$ cat config.mk
export PLATFORM = sky130hd
export DESIGN_NAME = imm_gen_stage
export DESIGN_NICKNAME = d
export VERILOG_FILES = /design/src/rtl/imm_pkg.sv /design/src/rtl/imm_gen_stage_decode.sv /design/src/rtl/imm_gen_stage.sv
export SDC_FILE = /design/constraint.sdc
export NUM_CORES = 1
export LEC_CHECK = 0
export ABC_AREA = 1
export BUFFER_PORTS_ARGS = -buffer_cell sky130_fd_sc_hd__buf_2
export CORE_AREA = 3 3 95 97
export CTS_CLUSTER_DIAMETER = 50
export DETAILED_ROUTE_END_ITERATION = 6
export DIE_AREA = 0 0 98 100
export PLACE_DENSITY = 0.78
export SLEW_MARGIN = 25
export SYNTH_ARGS = -nofsm -noshare
export SYNTH_HDL_FRONTEND = slang
export SYNTH_HIERARCHICAL = 1
export SYNTH_SLANG_ARGS = --single-unit
$ cat constraint.sdc
create_clock -name clk -period 2.6 [get_ports clk]
set_clock_uncertainty 0.2 [all_clocks]
set_input_delay 0.52 -clock clk [delete_from_list [all_inputs] [get_ports clk]]
set_output_delay 0.52 -clock clk [all_outputs]
set_load 0.02 [all_outputs]
$ cat src/rtl/imm_pkg.sv
// Shared opcode constants and format/state encodings
// for the decode-stage immediate generator.
package imm_pkg;

  localparam logic [6:0] OPC_OP_IMM   = 7'b0010011;
  localparam logic [6:0] OPC_LOAD     = 7'b0000011;
  localparam logic [6:0] OPC_JALR     = 7'b1100111;
  localparam logic [6:0] OPC_OP_IMM32 = 7'b0011011;
  localparam logic [6:0] OPC_STORE    = 7'b0100011;
  localparam logic [6:0] OPC_BRANCH   = 7'b1100011;
  localparam logic [6:0] OPC_JAL      = 7'b1101111;
  localparam logic [6:0] OPC_LUI      = 7'b0110111;
  localparam logic [6:0] OPC_AUIPC    = 7'b0010111;
  localparam logic [6:0] OPC_SYSTEM   = 7'b1110011;

  typedef enum logic [2:0] {
    FMT_NONE = 3'd0,
    FMT_I    = 3'd1,
    FMT_S    = 3'd2,
    FMT_B    = 3'd3,
    FMT_U    = 3'd4,
    FMT_J    = 3'd5,
    FMT_Z    = 3'd6
  } fmt_e;

  typedef enum logic [1:0] {
    SKID_EMPTY = 2'd0,
    SKID_ONE   = 2'd1,
    SKID_FULL  = 2'd2
  } skid_e;

endpackage

$ cat src/rtl/imm_gen_stage_decode.sv
// Combinational immediate decode for one 32-bit instruction.
// Every recognised opcode ends in 2'b11, so compressed words fall to unknown.
import imm_pkg::*;

module imm_decode_comb #(
  parameter int XLEN   = 32,
  parameter bit EN_CSR = 1'b1
) (
  input  logic [31:0]     inst,
  output logic [XLEN-1:0] imm,
  output fmt_e            fmt,
  output logic            unknown
);

  logic [XLEN-1:0] sx;

  assign sx = {XLEN{inst[31]}};

  // Start from an all-sign word and overwrite the low field.
  always_comb begin
    imm     = '0;
    fmt     = FMT_NONE;
    unknown = 1'b0;
    unique case (inst[6:0])
      OPC_OP_IMM, OPC_LOAD, OPC_JALR: begin
        imm       = sx;
        imm[11:0] = inst[31:20];
        fmt       = FMT_I;
      end
      OPC_OP_IMM32: begin
        if (XLEN == 64) begin
          imm       = sx;
          imm[11:0] = inst[31:20];
          fmt       = FMT_I;
        end else begin
          unknown = 1'b1;
        end
      end
      OPC_STORE: begin
        imm       = sx;
        imm[11:0] = {inst[31:25], inst[11:7]};
        fmt       = FMT_S;
      end
      OPC_BRANCH: begin
        imm       = sx;
        imm[12:0] = {inst[31], inst[7], inst[30:25],
                     inst[11:8], 1'b0};
        fmt       = FMT_B;
      end
      OPC_JAL: begin
        imm       = sx;
        imm[20:0] = {inst[31], inst[19:12], inst[20],
                     inst[30:21], 1'b0};
        fmt       = FMT_J;
      end
      OPC_LUI, OPC_AUIPC: begin
        imm       = sx;
        imm[31:0] = {inst[31:12], 12'h000};
        fmt       = FMT_U;
      end
      OPC_SYSTEM: begin
        if (EN_CSR) begin
          imm[4:0] = inst[19:15];
          fmt      = FMT_Z;
        end else begin
          unknown = 1'b1;
        end
      end
      default: begin
        unknown = 1'b1;
      end
    endcase
  end

endmodule

$ cat src/rtl/imm_gen_stage.sv
// Registered immediate generator with a 2-entry skid buffer;
// in_ready depends only on the buffer state register.
import imm_pkg::*;

module imm_gen_stage #(
  parameter int XLEN   = 32,
  parameter bit EN_CSR = 1'b1
) (
  input  logic            clk,
  input  logic            rst,
  input  logic            in_valid,
  output logic            in_ready,
  input  logic [31:0]     in_inst,
  output logic            out_valid,
  input  logic            out_ready,
  output logic [XLEN-1:0] out_imm,
  output fmt_e            out_fmt,
  output logic            out_unknown
);

  logic [XLEN-1:0] dec_imm;
  fmt_e            dec_fmt;
  logic            dec_unk;

  skid_e           state_q, state_d;
  logic [XLEN-1:0] out_imm_q, out_imm_d;
  fmt_e            out_fmt_q, out_fmt_d;
  logic            out_unk_q, out_unk_d;
  logic [XLEN-1:0] skid_imm_q, skid_imm_d;
  fmt_e            skid_fmt_q, skid_fmt_d;
  logic            skid_unk_q, skid_unk_d;
  logic            in_xfer, out_xfer;

  imm_decode_comb #(
    .XLEN   (XLEN),
    .EN_CSR (EN_CSR)
  ) u_dec (
    .inst    (in_inst),
    .imm     (dec_imm),
    .fmt     (dec_fmt),
    .unknown (dec_unk)
  );

  assign in_ready    = (state_q != SKID_FULL);
  assign out_valid   = (state_q != SKID_EMPTY);
  assign out_imm     = out_imm_q;
  assign out_fmt     = out_fmt_q;
  assign out_unknown = out_unk_q;
  assign in_xfer     = in_valid & in_ready;
  assign out_xfer    = out_valid & out_ready;

  always_comb begin
    state_d    = state_q;
    out_imm_d  = out_imm_q;
    out_fmt_d  = out_fmt_q;
    out_unk_d  = out_unk_q;
    skid_imm_d = skid_imm_q;
    skid_fmt_d = skid_fmt_q;
    skid_unk_d = skid_unk_q;
    unique case (state_q)
      SKID_EMPTY: begin
        if (in_xfer) begin
          out_imm_d = dec_imm;
          out_fmt_d = dec_fmt;
          out_unk_d = dec_unk;
          state_d   = SKID_ONE;
        end
      end
      SKID_ONE: begin
        if (in_xfer && !out_xfer) begin
          skid_imm_d = dec_imm;
          skid_fmt_d = dec_fmt;
          skid_unk_d = dec_unk;
          state_d    = SKID_FULL;
        end else if (in_xfer) begin
          out_imm_d = dec_imm;
          out_fmt_d = dec_fmt;
          out_unk_d = dec_unk;
        end else if (out_xfer) begin
          state_d = SKID_EMPTY;
        end
      end
      SKID_FULL: begin
        if (out_xfer) begin
          out_imm_d = skid_imm_q;
          out_fmt_d = skid_fmt_q;
          out_unk_d = skid_unk_q;
          state_d   = SKID_ONE;
        end
      end
      default: begin
        state_d = SKID_EMPTY;
      end
    endcase
  end

  always_ff @(posedge clk or posedge rst) begin
    if (rst) begin
      state_q    <= SKID_EMPTY;
      out_imm_q  <= '0;
      out_fmt_q  <= FMT_NONE;
      out_unk_q  <= 1'b0;
      skid_imm_q <= '0;
      skid_fmt_q <= FMT_NONE;
      skid_unk_q <= 1'b0;
    end else begin
      state_q    <= state_d;
      out_imm_q  <= out_imm_d;
      out_fmt_q  <= out_fmt_d;
      out_unk_q  <= out_unk_d;
      skid_imm_q <= skid_imm_d;
      skid_fmt_q <= skid_fmt_d;
      skid_unk_q <= skid_unk_d;
    end
  end

endmodule
==> results of run 1 <==
[placed cells by master (no fill, tap or decap), drive strengths merged]
master | netlist | final
clkbuf | 0 | 11
o21ai | 10 | 10
nand3 | 134 | 134
buf | 36 | 82
clkinv | 0 | 4
inv | 39 | 38
dfrtp | 74 | 74
nor2 | 21 | 21
bufinv | 0 | 1
clkinvlp | 0 | 1
nand2 | 285 | 285
[cell families after synthesis]
group | count (synthesis) | synth area share, %
simple gates | 440 | 45.3
compound gates | 10 | 1.21
buf+inv | 75 | 8.82
flops | 74 | 44.7
[report_power, final]
group          total [mW]  internal, mW  switching (mW)
sequential           1.26          1.22          0.0412
clock               0.907         0.467           0.440
combinational       0.496         0.127           0.369
[worst reg2reg max path, stage by stage, from the launching register on]
cell     delay [ns]
dfrtp_1        0.49
nor2_2         0.22
nand2_2        0.08
nand2_2        0.53
nand2_1        0.23
nand2_1        0.11
[through the flow]
step / std cells / hold WS (ns) / util, % / area [sq um] / worst slack (ns)
5_1_grt: 766 / 0.0899 / 57.2 / 4700 / 0.535
3_3_place_gp: 750 / 0.253 / 54.8 / 4500 / 0.432
6_report: 766 / 0.0620 / 57.2 / 4700 / 0.664
3_5_place_dp: 750 / 0.259 / 54.8 / 4500 / 0.366
4_1_cts: 766 / 0.0923 / 57.2 / 4700 / 0.670
2_1_floorplan: 599 / 0.243 / - / 4150 / 0.750
[cell type report]
cell class | count | area (sq um) | area share, %
Tap cell | 105 | 131 | 2.80
Sequential cell | 74 | 1850 | 39.4
Timing Repair Buffer | 82 | 445 | 9.48
Multi-Input combinational cell | 450 | 1920 | 41.0
Inverter | 39 | 150 | 3.20
Clock buffer | 11 | 141 | 3.01
Clock inverter | 5 | 53.8 | 1.15
[state kept, by name, summed over array words and instances (netlist names)]
signal / flops
skid_imm_q: 32
skid_unk_q: 1
out_imm: 32
out_unknown: 1
state_q: 2
skid_fmt_q: 3
out_fmt: 3
[metal layers]
layer / GRT usage (%) / vias up / part of all wire (%)
met4: 6.71 / 0 / 1.9
met3: 5.07 / 19 / 8.2
li1: - / 1994 / -
met1: 31.5 / 1897 / 44
met2: 37.4 / 167 / 46
met5: 0 / - / 0
[path summary, 6_finish.rpt]
kind                           startpoint        endpoint  slack (ns)  cells after the start
setup / recovery               state_q[1]       out_valid        0.66                      3
hold / removal                        rst     out_imm[17]        0.06                      3
setup reg to reg               state_q[1]      out_imm[3]        0.68                      5
hold reg to reg            skid_imm_q[15]  skid_imm_q[15]        0.28                      2
max in group asynchronous             rst   skid_fmt_q[2]        1.80                      3
min in group clk                out_ready      state_q[1]        0.21                      2
==> results.py, run 1 <==
metrics = {
    "logic_synthesis": {
        "ys_ff_latch": 74,
        "ys_warn_count": 6,
        "syn_area_sq_mm": 0.00414,
        "synth_top_area_cell": "dfrtp_1",
        "synth_flop_cell": "dfrtp_1",
        "synth_top_area_share_pct": 44.7,
        "synth-async-reset-ratio_pct": 100,
        "yosysSeqAreaShare_pct": 44.7,
        "yosysMostFrequentCell": "nand2_1",
        "postSynthCellCount": 599,
        "syn_nets": 635,
        "synth.area.top_cells": "dfrtp_1 (45%), nand2_1 (25%), nand3_1 (16%)",
        "synth.distinct_cells": 17,
        "ys_top_cells_by_count": "nand2_1 (278), nand3_1 (132), dfrtp_1 (74), inv_1 (38), buf_2 (25)",
        "syn_avg_cell_area_sq_um": 6.91,
        "synth_edf_count": 0,
    },
    "worst_setup_path": {
        "start_kind": "flip-flop",
        "crit_type": "flip-flop to output port",
        "critPathSlowestCell": "dfrtp_1",
        "path_delay_family": "flip-flops",
        "crit_fanout": 9,
        "crit_buf_inv": 2,
        "worstPathCellList": "inv_1, nand2_1, buf_2",
        "cp.required_ns": 1.88,
        "end_kind": "output port",
        "critPathMaxStageDelay_ns": 0.52,
        "crit_arrival_ns": 1.22,
    },
    "sta": {
        "rsz0062_at_grt": "false",
        "slew_headroom_pct": 48.4,
        "setup-violations-final": 0,
        "min_period_ns": 1.94,
        "slew_violations": 0,
        "hold_viol": 0,
        "fin_tns_setup_ns": 0,
        "finalCritPeriodShare_pct": 74.5,
        "max_freq_mhz": 517,
        "max_slew.worst_pin.slew_ns": 0.772,
    },
    "finish": {
        "diodes": 0,
        "nFillCells": 813,
        "final_nets": 692,
        "syn_to_final_growth_pct": 13.4,
        "drive_gt1_share_pct": 16.9,
    },
    "pwr": {
        "peakVddDrop_mv": 0.283,
        "p_total_mw": 2.66,
        "p_per_area_mw_per_mm2": 567,
        "p_leak_nw": 2.95,
    },
    "global_routing": {
        "first_global_vias": 3954,
        "grt_max_degree": 75,
        "grt_usage_pct": 23.1,
        "overflow": 0,
        "grt_pass1_wl_um": 18700,
        "antenna_found_initial": 0,
    },
    "floorplanning": {
        "rows": 33,
        "die-area_sq_mm": 0.00980,
        "io_pins": 74,
        "start_util_pct": 50.4,
        "fp.dieH_um": 100,
        "coreArea_sq_mm": 0.00822,
        "die_x_um": 98,
    },
    "place": {
        "post-dp-hpwl_um": 7080,
        "gp_congestion": 0.893,
        "io_buffers": 73,
    },
    "worst_hold_path": {
        "min_path_type": "input port to async pin",
    },
    "clocking": {
        "post_cts_buffers": 0,
        "root_buffer": "clkbuf_8",
        "cts_hold_buf": 0,
        "post_cts_resize_count": 0,
        "cts_buffers": 9,
        "cts_sinks": 74,
        "clk-insertion-delay-late_ns": 0.35,
        "cts_buffer_depth": 2,
        "cts_tree": "yes",
        "h-tree-depth": 3,
        "cts.clk_slew.worst_paths_ns": 0.08,
    },
    "route": {
        "post_drt_wl_per_cell_um": 14.1,
        "wirelength_um": 10800,
        "route.detailed.drc": 0,
        "drt_iter0_markers": 331,
        "ant_nets": 0,
        "first_pass_iters": 5,
        "vias_per_cell": 5.32,
        "num_vias": 4077,
    },
    "status": {
        "outcome": "complete, no violations",
    },
    "job": {
        "cap_violations": 0,
    },
}
Note: power is estimated with default switching activity, not from simulation.
==> inputs of run 2 (changes only) <==
--- a/config.mk
+++ b/config.mk
@@ -7,11 +7,11 @@
 export LEC_CHECK = 0
 export ABC_AREA = 1
 export BUFFER_PORTS_ARGS = -buffer_cell sky130_fd_sc_hd__buf_2
-export CORE_AREA = 3 3 95 97
+export CORE_AREA = 3 3 90 92
 export CTS_CLUSTER_DIAMETER = 50
 export DETAILED_ROUTE_END_ITERATION = 6
-export DIE_AREA = 0 0 98 100
-export PLACE_DENSITY = 0.78
+export DIE_AREA = 0 0 93 95
+export PLACE_DENSITY = 0.82
 export SLEW_MARGIN = 25
 export SYNTH_ARGS = -nofsm -noshare
 export SYNTH_HDL_FRONTEND = slang
==> constraint.sdc (replaced) <==
create_clock -name clk -period 2 [get_ports clk]
set_clock_uncertainty 0.2 [all_clocks]
set_input_delay 0.4 -clock clk [delete_from_list [all_inputs] [get_ports clk]]
set_output_delay 0.4 -clock clk [all_outputs]
set_load 0.02 [all_outputs]
==> run 2 against run 1 <==
- combinational power increased by 42%
- wire length increased by 6.5%
- critical path depth rose by 1
- critical endpoint unchanged
- highest routed layer unchanged
==> results.py, run 2 (same netlist as run 1, synthesis figures left out) <==
metrics = {
    "floorplanning": {
        "fp.dieH_um": 95,
        "start_util_pct": 56.8,
        "die_x_um": 93,
        "coreArea_sq_mm": 0.00729,
        "rows": 31,
        "die-area_sq_mm": 0.00884,
        "io_pins": 74,
    },
    "finish": {
        "syn_to_final_growth_pct": 16.2,
        "final_area_sq_mm": 0.00481,
        "final_cell_mix": "nand2_1 (278), nand3_1 (132), buf_2 (73), dfrtp_1 (73), inv_1 (37)",
        "final_common_cell": "nand2_1",
        "diodes": 0,
        "nFillCells": 689,
        "drive_gt1_share_pct": 18.2,
        "final_nets": 703,
    },
    "worst_setup_path": {
        "crit_type": "flip-flop to output port",
        "crit_fanout": 17,
        "start_kind": "flip-flop",
        "end_kind": "output port",
        "cp.required_ns": 1.40,
        "crit_arrival_ns": 1.34,
    },
    "pwr": {
        "p_per_area_mw_per_mm2": 749,
        "p_sw_mw": 1.12,
        "p_total_mw": 3.60,
        "comb_power_share_pct": 19.5,
        "p_seq_share_pct": 45.6,
        "internal_power_mw": 2.49,
        "switching_share_pct": 31.0,
        "peakVddDrop_mv": 0.297,
        "p_clk_share_pct": 34.9,
        "p_leak_nw": 3.02,
    },
    "global_routing": {
        "antenna_found_initial": 0,
        "grt_usage_pct": 26.5,
        "overflow": 0,
        "first_global_vias": 3811,
        "grt_max_degree": 75,
        "grt_pass1_wl_um": 18400,
    },
    "clocking": {
        "root_buffer": "clkbuf_8",
        "cts.clk_slew.worst_paths_ns": 0.08,
        "cts_sinks": 74,
        "cts_tree": "yes",
        "h-tree-depth": 3,
        "clk-insertion-delay-late_ns": 0.35,
        "cts_buffers": 9,
        "cts_buffer_depth": 2,
    },
    "route": {
        "wirelength_um": 11500,
        "route.detailed.drc": 0,
        "vias_per_cell": 5.54,
        "drt_iter0_markers": 431,
        "first_pass_iters": 6,
        "post_drt_wl_per_cell_um": 14.9,
        "num_vias": 4269,
        "ant_nets": 0,
    },
    "status": {
        "outcome": "complete, no violations",
    },
    "sta": {
        "finalCritPeriodShare_pct": 97.1,
        "max_freq_mhz": 515,
        "rsz0062_at_grt": "false",
        "slew_headroom_pct": 71.5,
        "min_period_ns": 1.94,
        "fin_tns_setup_ns": 0,
        "slew_violations": 0,
        "hold_viol": 0,
        "setup-violations-final": 0,
        "max_slew.worst_pin.slew_ns": 0.428,
    },
    "place": {
        "dpl_cell_area_sq_mm": 0.00458,
        "io_buffers": 73,
        "gp_congestion": 0.972,
        "post-dp-hpwl_um": 7610,
    },
    "worst_hold_path": {
        "min_path_type": "input port to flip-flop",
    },
    "job": {
        "cap_violations": 0,
    },
}
==> run 2: cell types whose count changed in the layout (fill, tap and decap cells not counted), sizes merged <==
cell,previous run,this run
buf,82,92
bufinv,1,2
clkinv,4,3
dlygate4sd3,0,1
==> run 2: per-layer routing <==
metal | part of all wire, % | global-route usage (%)
met2 | 46 | 41.5
met5 | 0 | 0.595
met4 | 1.9 | 9.65
met1 | 43 | 36.8
met3 | 9.3 | 5.10
==> run 2: worst paths after layout <==
path | slack, ns | to | startpoint | cells past startpoint
worst min register to register | 0.27 | skid_fmt_q[0] | skid_fmt_q[0] | 2
max in group asynchronous | 0.77 | state_q[1] | rst | 4
worst min-delay path | 0.08 | state_q[1] | out_ready | 2
worst max register to register | 0.37 | skid_imm_q[8] | state_q[1] | 5
min in group asynchronous | 0.49 | out_imm[17] | rst | 4
worst max-delay path | 0.06 | out_valid | state_q[0] | 4
==> run 2: worst max-delay path: stages (launching register included) <==
cell and delay [ns]:
dfrtp_1 0.40, inv_1 0.14, buf_6 0.20, nand2_1 0.09, buf_2 0.16
==> run 2: power groups by stage <==
stage / clock, mW / combinational, mW / sequential [mW]
global route: 1.32 / 0.764 / 1.65
finish: 1.26 / 0.703 / 1.64
global placement: 0 / 0.674 / 1.66
floorplan: 0 / 0.416 / 1.71
CTS: 1.26 / 0.690 / 1.64
detailed placement: 0 / 0.683 / 1.67
==> run 2: final cells by class <==
type                       instances  area, sq um  share of cell area [%]
timing repair buffer              93          551                    11.4
clock buffer                      11          131                    2.73
clock inverter                     5         78.8                    1.64
sequential                        74         1850                    38.5
multi-input combinational        450         1920                    40.0
tap                               99          124                    2.57
inverter                          39          150                    3.12
==> run 2: through the flow <==
| stage | cells | utilization, % | setup slack (ns) | hold WS, ns |
|---|---|---|---|---|
| 3_3_place_gp | 754 | 62.9 | 0.0724 | 0.253 |
| 4_1_cts | 771 | 65.9 | 0.0249 | 0.0726 |
| 6_report | 771 | 66.0 | 0.0586 | 0.0776 |
| 5_1_grt | 771 | 66.0 | 0.00269 | 0.0784 |
| 3_5_place_dp | 754 | 62.9 | 0.0472 | 0.259 |
| 2_1_floorplan | 599 | - | 0.270 | 0.243 |
==> run 2: timing repair <==
action,CTS,global route
endpoints found under the setup margin,1,1
buffers inserted,0,0
hold buffers,1,0
endpoints found under the hold margin,74,0
gates cloned,0,0
gates resized for setup,1,2
==> inputs of run 3 (changes only) <==
--- a/config.mk
+++ b/config.mk
@@ -11,6 +11,7 @@
 export CTS_CLUSTER_DIAMETER = 50
 export DETAILED_ROUTE_END_ITERATION = 6
 export DIE_AREA = 0 0 93 95
+export HOLD_SLACK_MARGIN = 0.1
 export PLACE_DENSITY = 0.82
 export SLEW_MARGIN = 25
 export SYNTH_ARGS = -nofsm -noshare
==> constraint.sdc (replaced) <==
create_clock -name clk -period 2 [get_ports clk]
set_clock_uncertainty 0.2 [all_clocks]
set_input_delay 0.1 -clock clk [delete_from_list [all_inputs] [get_ports clk]]
set_output_delay 0.1 -clock clk [all_outputs]
set_load 0.02 [all_outputs]
==> run 3 against run 2 <==
- total power up 5.0%
- highest routed layer unchanged
- sequential share of layout area is 2.2 points lower
- flip-flop and latch count stayed put
- global-route usage increased by 1.0 points
- non-clock buffer count up 24
- clock-buffer cell count decreased by 2
- largest cell class unchanged
- maximum frequency up 3.8%
==> results.py, run 3 (same netlist as run 1, synthesis figures left out) <==
metrics = {
    "status": {
        "outcome": "complete, no violations",
    },
    "worst_setup_path": {
        "crit_arrival_ns": 1.97,
        "crit_type": "input port to flip-flop",
        "cp.required_ns": 2.10,
        "end_kind": "flip-flop",
        "r2r_cells": 6,
        "crit_fanout": 5,
        "start_kind": "input port",
    },
    "global_routing": {
        "grt_usage_pct": 27.5,
        "overflow": 0,
        "grt_pass1_wl_um": 19300,
        "grt_max_degree": 75,
        "first_global_vias": 3998,
        "antenna_found_initial": 0,
    },
    "sta": {
        "min_period_ns": 1.87,
        "hold_viol": 0,
        "max_slew.worst_pin.slew_ns": 0.527,
        "max_freq_mhz": 535,
        "slew_headroom_pct": 64.8,
        "layout_setup_ws_ns": 0.129,
        "setup-violations-final": 0,
        "finalCritPeriodShare_pct": 93.5,
        "rsz0062_at_grt": "false",
        "fin_tns_setup_ns": 0,
        "slew_violations": 0,
    },
    "route": {
        "wirelength_um": 11400,
        "ant_nets": 0,
        "drt_iter0_markers": 501,
        "route.detailed.drc": 0,
        "post_drt_wl_per_cell_um": 14.3,
        "num_vias": 4337,
        "vias_per_cell": 5.46,
        "first_pass_iters": 5,
    },
    "clocking": {
        "post_cts_buffers": 0,
        "cts_buffer_depth": 2,
        "cts_sinks": 74,
        "root_buffer": "clkbuf_8",
        "cts.clk_slew.worst_paths_ns": 0.08,
        "cts_buffers": 9,
        "cts_tree": "yes",
        "clk-insertion-delay-late_ns": 0.36,
        "h-tree-depth": 3,
    },
    "floorplanning": {
        "die-area_sq_mm": 0.00884,
        "coreArea_sq_mm": 0.00729,
        "rows": 31,
        "start_util_pct": 56.8,
        "io_pins": 74,
        "fp.dieH_um": 95,
        "die_x_um": 93,
    },
    "job": {
        "cap_violations": 0,
    },
    "pwr": {
        "peakVddDrop_mv": 0.394,
        "p_leak_nw": 3.14,
        "p_total_mw": 3.78,
        "p_per_area_mw_per_mm2": 741,
    },
    "place": {
        "io_buffers": 73,
        "placedCellCount": 748,
        "gp_congestion": 0.889,
        "post-place-ws_ns": 0.185,
        "post-dp-hpwl_um": 7330,
    },
    "finish": {
        "final_util_pct": 70.0,
        "final_nets": 727,
        "final_common_cell": "nand2_1",
        "drive_gt1_share_pct": 16.8,
        "nFillCells": 626,
        "syn_to_final_growth_pct": 23.3,
        "stdcell_count": 795,
        "final_cell_mix": "nand2_1 (278), nand3_1 (132), dfrtp_1 (74), buf_2 (73), inv_1 (37)",
        "diodes": 0,
    },
    "worst_hold_path": {
        "hold_depth": 6,
        "min_path_type": "input port to flip-flop",
    },
}
## run 3: worst paths after layout
| check | from | end | slack (ns) |
|---|---|---|---|
| max | in_inst[4] | skid_imm_q[2] | 0.13 |
| min | in_inst[6] | skid_imm_q[0] | 0.13 |
| max reg2reg | state_q[1] | out_imm[23] | 0.25 |
| min reg2reg | skid_imm_q[10] | skid_imm_q[10] | 0.28 |
| max in group asynchronous | rst | skid_imm_q[0] | 1.10 |
| min in group asynchronous | rst | out_imm[16] | 0.19 |
## run 3: worst max-delay path, cell delays in order
cell and delay [ns]:
buf_2 0.11, dlygate4sd3_1 0.59, nor2_4 0.15, nand3_1 0.10, nand2_1 0.08, inv_1 0.04
nand2_1 0.09, dlygate4sd3_1 0.55, nand3_1 0.07, nand2_1 0.09
## run 3: power by group
part / internal [mW] / switching (mW)
Clock: 0.828 / 0.591
Sequential: 1.59 / 0.0558
Combinational: 0.225 / 0.495
Total: 2.64 / 1.14
## run 3: through the flow
| step | hold slack, ns | cell area [sq um] |
|---|---|---|
| after floorplan | 0.0118 | 4150 |
| after global placement | 0.0380 | 4550 |
| after detailed placement | 0.0391 | 4550 |
| after CTS | 0.112 | 5100 |
| after global routing | 0.168 | 5110 |
| final | 0.125 | 5110 |
## run 3: cell type report
class / instances / area, sq um / area share (%)
Clock buffer: 9 / 124 / 2.43
Clock inverter: 7 / 116 / 2.28
Inverter: 39 / 150 / 2.94
Multi-Input combinational cell: 450 / 1930 / 37.8
Sequential cell: 74 / 1850 / 36.3
Tap cell: 99 / 124 / 2.43
Timing Repair Buffer: 117 / 811 / 15.9
## run 3: per-layer routing
metal / routed length, um / global-route usage [%] / part of all wire, % / vias up
li1: - / - / - / 2069
met1: 4830 / 37.6 / 42 / 2017
met2: 5400 / 44.7 / 47 / 233
met3: 943 / 4.06 / 8.3 / 18
met4: 221 / 10.1 / 1.9 / 0
met5: 0 / 0 / 0 / -
## run 3: timing repair
item | CTS | global route
endpoints found under the hold margin | 125 | 0
gates resized for setup | 0 | 1
hold buffers | 31 | 0
setup endpoints to repair | 0 | 4
